$ cat src/rtl/dmstorebuf.sv
// dmstorebuf: store-side write buffer between MEM and data memory.
// Forms word-aligned writes with byte enables and lane-replicated data,
// queues them in a small FIFO and drains one per cycle under dm_ready.
module dmstorebuf #(
    parameter int unsigned DEPTH = 4
) (
    input  logic                     clk,
    input  logic                     reset,
    input  logic [1:0]               sop,
    input  logic [31:0]              addr,
    input  logic [31:0]              wdata,
    input  logic                     ld_req,
    input  logic [31:0]              ld_addr,
    output logic                     stall,
    output logic                     st_misalign,
    output logic                     dm_we,
    output logic [31:0]              dm_addr,
    output logic [3:0]               dm_be,
    output logic [31:0]              dm_wdata,
    input  logic                     dm_ready,
    output logic [$clog2(DEPTH):0]   count
);

    localparam int unsigned AW = $clog2(DEPTH);
    localparam int unsigned CW = AW + 1;

    logic [29:0]      ent_addr [DEPTH];
    logic [3:0]       ent_be   [DEPTH];
    logic [31:0]      ent_data [DEPTH];
    logic [DEPTH-1:0] ent_vld;
    logic [AW-1:0]    head, tail;

    logic        mis_raw;
    logic [3:0]  new_be;
    logic [31:0] new_data;
    logic        is_store;
    logic        full;
    logic        hazard;
    logic        enq;
    logic        deq;

    // Alignment check and entry formation for the incoming store.
    always_comb begin
        mis_raw  = 1'b0;
        new_be   = 4'b0000;
        new_data = 32'h0;
        case (sop)
            2'b01: begin
                mis_raw  = (addr[1:0] != 2'b00);
                new_be   = 4'b1111;
                new_data = wdata;
            end
            2'b10: begin
                mis_raw  = addr[0];
                new_be   = addr[1] ? 4'b1100 : 4'b0011;
                new_data = {2{wdata[15:0]}};
            end
            2'b11: begin
                new_be   = 4'b0001 << addr[1:0];
                new_data = {4{wdata[7:0]}};
            end
            default: ;
        endcase
    end

    // Word-granular match of the load against every pending entry.
    always_comb begin
        hazard = 1'b0;
        for (int i = 0; i < DEPTH; i++) begin
            if (ent_vld[i] && (ent_addr[i] == ld_addr[31:2])) begin
                hazard = 1'b1;
            end
        end
        hazard = hazard & ld_req;
    end

    // Stall, exception and handshake decode; no bypass when full.
    always_comb begin
        is_store    = (sop != 2'b00) && !mis_raw;
        full        = (count == CW'(DEPTH));
        stall       = !reset && ((is_store && full) || hazard);
        st_misalign = !reset && mis_raw;
        enq         = is_store && !stall;
        dm_we       = (count != '0);
        deq         = dm_we && dm_ready;
        dm_addr     = dm_we ? {ent_addr[head], 2'b00} : 32'h0;
        dm_be       = dm_we ? ent_be[head] : 4'b0000;
        dm_wdata    = dm_we ? ent_data[head] : 32'h0;
    end

    // Pointers, occupancy and valid flags.
    always_ff @(posedge clk or posedge reset) begin
        if (reset) begin
            head    <= '0;
            tail    <= '0;
            count   <= '0;
            ent_vld <= '0;
        end else begin
            if (enq) begin
                tail          <= tail + 1'b1;
                ent_vld[tail] <= 1'b1;
            end
            if (deq) begin
                head          <= head + 1'b1;
                ent_vld[head] <= 1'b0;
            end
            case ({enq, deq})
                2'b10:   count <= count + 1'b1;
                2'b01:   count <= count - 1'b1;
                default: ;
            endcase
        end
    end

    // Entry storage, written at the tail.
    always_ff @(posedge clk or posedge reset) begin
        if (reset) begin
            for (int i = 0; i < DEPTH; i++) begin
                ent_addr[i] <= '0;
                ent_be[i]   <= '0;
                ent_data[i] <= '0;
            end
        end else if (enq) begin
            ent_addr[tail] <= addr[31:2];
            ent_be[tail]   <= new_be;
            ent_data[tail] <= new_data;
        end
    end

endmodule
$ cat config.mk
export PLATFORM = sky130hd
export DESIGN_NAME = dmstorebuf
export DESIGN_NICKNAME = d
export VERILOG_FILES = /design/src/rtl/dmstorebuf.sv
export SDC_FILE = /design/constraint.sdc
export NUM_CORES = 1
export LEC_CHECK = 0
export CORE_MARGIN = 8
export CORE_UTILIZATION = 50
export DETAILED_ROUTE_END_ITERATION = 12
export PLACE_DENSITY = 0.73
export SETUP_SLACK_MARGIN = 0.1
export SLEW_MARGIN = 10
export SYNTH_ARGS = -nofsm -noshare
export SYNTH_HDL_FRONTEND = slang
export SYNTH_SLANG_ARGS = --single-unit
$ cat constraint.sdc
create_clock -name clk -period 9.07 [get_ports clk]
set_input_delay 1.3605 -clock clk [delete_from_list [all_inputs] [get_ports clk]]
set_output_delay 1.3605 -clock clk [all_outputs]
set_load 0.1 [all_outputs]
==> impl_metrics.tcl <==
set metrics [dict create \
    status "completed" \
    die_height_um 228 \
    grt_pass1_vias 21900 \
    grt_usage 0.293 \
    synth_seq_cells 275 \
    synth_top_family_by_area "compound AO/OA/AOI/OAI gates" \
    min_period_over_period 0.771 \
    clk_path_buf_depth 3 \
    place_area_um2 23700 \
    critPathBufInv 2 \
    fin_skew_ns 0.0236 \
    syn_inst 2731 \
    grt-ovfl-total 0 \
    initial_core_util 0.507 \
    synth_top_cell_by_area "dfrtp_1" \
    drt_iter0_drc 3169 \
    area_growth_pct 11.5 \
    yosys_warnings 0 \
    h-tree-depth 2 \
    cts.clk_slew.worst_paths_ns 0.05 \
    path_cells "clkdlybuf4s50_1, xnor2_1, nand4_1, nor4_1, a22o_4, o21ai_1, a21oi_1, clkdlybuf4s50_1" \
    io_pins 176 \
    place.detailed.hpwl_mm 48.0 \
    io_buffer_count 171 \
    synth_edf_count 0 \
    cts_setup_buffers 0 \
    final_util 0.565 \
    cpMostUsedCell "clkdlybuf4s50_1" \
    routed_wl_mm 80.2 \
    ys_seq_area_frac 0.307 \
    cts_tree "built" \
    cts_buffers 36 \
    hold_depth 1 \
    synthMuxAreaShare 0.0663 \
    root_buffer "clkbuf_16" \
    post_route_cells_drive_above_1_share 0.0780 \
    synthSimpleGateAreaFrac 0.142 \
    grt_pass1_wl_mm 126 \
    fp.dieW_um 228 \
    async_reset_ff_frac 1.00 \
    place.gp.congestion 0.975 \
    tightestPinTransition_ns 1.43 \
    ys_types 43 \
    drc_errors 0 \
    antenna_found_initial 0 \
    synth_top_cell_area_share 0.307 \
    coreArea_um2 44200 \
    crit_family "buffers and inverters" \
    maxCapViolCount 0 \
    finalHoldViolCount 0 \
    syn_area_per_cell_um2 8.21 \
    insertion_delay_ns 0.56 \
    cp_data_arrival_time_ns 5.63 \
    reg2regPathDepth 14 \
    syn_area_um2 22400 \
    min_period_ns 6.99 \
    ctsResizeCount 0 \
    finalSetupViolCount 0 \
    fin_setup_tns_ns 0 \
    rsz0062_at_grt "false" \
    num_rows 77 \
    synth_xor_area_frac 0.0484 \
    crit_slowest_cell "clkdlybuf4s50_1" \
    max_freq_mhz 143 \
    hold_class "register to register" \
    required_ns 7.71 \
    cts-hold-fix-buffers 0 \
    synth_area_leaders "dfrtp_1 (31%), o211ai_1 (7.9%), mux4_2 (6.6%), a21oi_1 (6.5%), o22ai_1 (6.4%)" \
    worst-path-stages 8 \
    final_area_um2 25000 \
    ant_nets 0 \
    nets 2758 \
    crit_path_max_fanout 62 \
    dieArea_um2 51900 \
    ys.flop_type "dfrtp_1" \
    cp-end-kind "primary output" \
    maxSlewHeadroom 0.0462 \
    clock_sinks 275 \
    synth_compound_area_frac 0.319 \
    avgRoutedWirePerCell_um 24.6 \
    synthAdderAreaFrac 0.00870 \
    avgViaCountPerCell 7.02 \
    critical_path.max_stage_delay_ns 1.16 \
    start_kind "input pin" \
    crit_type "input pin to primary output" \
    drt_first_pass_iters 5 \
    via_count 22900 \
    drv_slew 0 \
    grt_max_degree 258 \
]
## per-layer routing
| layer | track usage | up-vias | routed length, um |
|---|---|---|---|
| met3 | 0.0365 | 218 | 6470 |
| met1 | 0.401 | 11200 | 33200 |
| met2 | 0.470 | 1276 | 37600 |
| met4 | 0.109 | 0 | 2980 |
| met5 | 0 | - | 0 |
| li1 | - | 10200 | - |
## path summary, 6_finish.rpt
| check | startpoint | to | slack (ns) |
|---|---|---|---|
| min in group asynchronous | reset | ent_data[3] | 1.50 |
| worst min register to register | count[2] | count[2] | 0.51 |
| worst max-delay path | ld_addr[25] | stall | 2.08 |
| max in group asynchronous | reset | ent_addr[90] | 6.07 |
| worst min-delay path | count[2] | count[2] | 0.51 |
| worst max register to register | ent_addr[42] | count[2] | 4.65 |
## synth_stat cells (all sizes together), types with 3 or more instances
library cell and n:
o21ai 12, nor2b 36, or3 3, or4 40
xnor2 122, a22oi 21, a21oi 289, clkbuf 205
nand2 284, buf 124, dfrtp 275, o22ai 228
o211ai 238, ha 14, inv 241, o311ai 218
nor2 18, nand4 57, nor4 16, and2 68
nand3 62, and3 43, a31o 36, mux4 66
## layout by cell type (no fill, tap or decap), drive strengths merged, types with 18 or more instances in the layout
master	count
a21oi	289
a22oi	21
a31o	36
and2	68
and3	43
buf	29
clkbuf	50
clkdlybuf4s50	171
dfrtp	275
inv	243
mux4	66
nand2	284
nand3	62
nand4	57
nor2	18
nor2b	36
o211ai	238
o22ai	228
o311ai	218
or4	40
xnor2	122
## flip-flops by register name (all words and copies together), names as in the netlist
| signal | cells |
|---|---|
| count | 3 |
| ent_addr | 120 |
| ent_be | 16 |
| ent_data | 128 |
| ent_vld | 4 |
| head | 2 |
| tail | 2 |
## area by class of cell
cell class	instances	area, um2
Tap cell	592	741
Sequential cell	275	6890
Clock buffer	50	1010
Clock inverter	15	225
Timing Repair Buffer	200	1990
Multi-Input combinational cell	1887	13200
Antenna cell	1	2.50
Inverter	241	912
Fill cell	3930	19200
## through the flow
stage / instances / setup WS, ns / hold WS [ns]
global placement: 3194 / 2.26 / 0.498
finish: 3261 / 2.08 / 0.513
global route: 3260 / 1.99 / 0.537
detailed placement: 3194 / 2.26 / 0.502
floorplan: 2732 / 0.129 / 0.488
CTS: 3259 / 2.23 / 0.510
## cells by family (layout without fill, tap and decap cells)
family | after synthesis | count (layout)
adder cells (fa/ha/maj) | 15 | 15
flip-flops | 275 | 275
buffers and inverters | 570 | 506
multiplexers | 66 | 66
XOR/XNOR | 124 | 124
other | 1 | 3
AO/OA/AOI/OAI | 1048 | 1048
AND/OR/NAND/NOR | 632 | 632
Power is left out: the tool's default activity adds up to more than one toggle a clock period on the data nets, which glitch-free logic cannot reach.
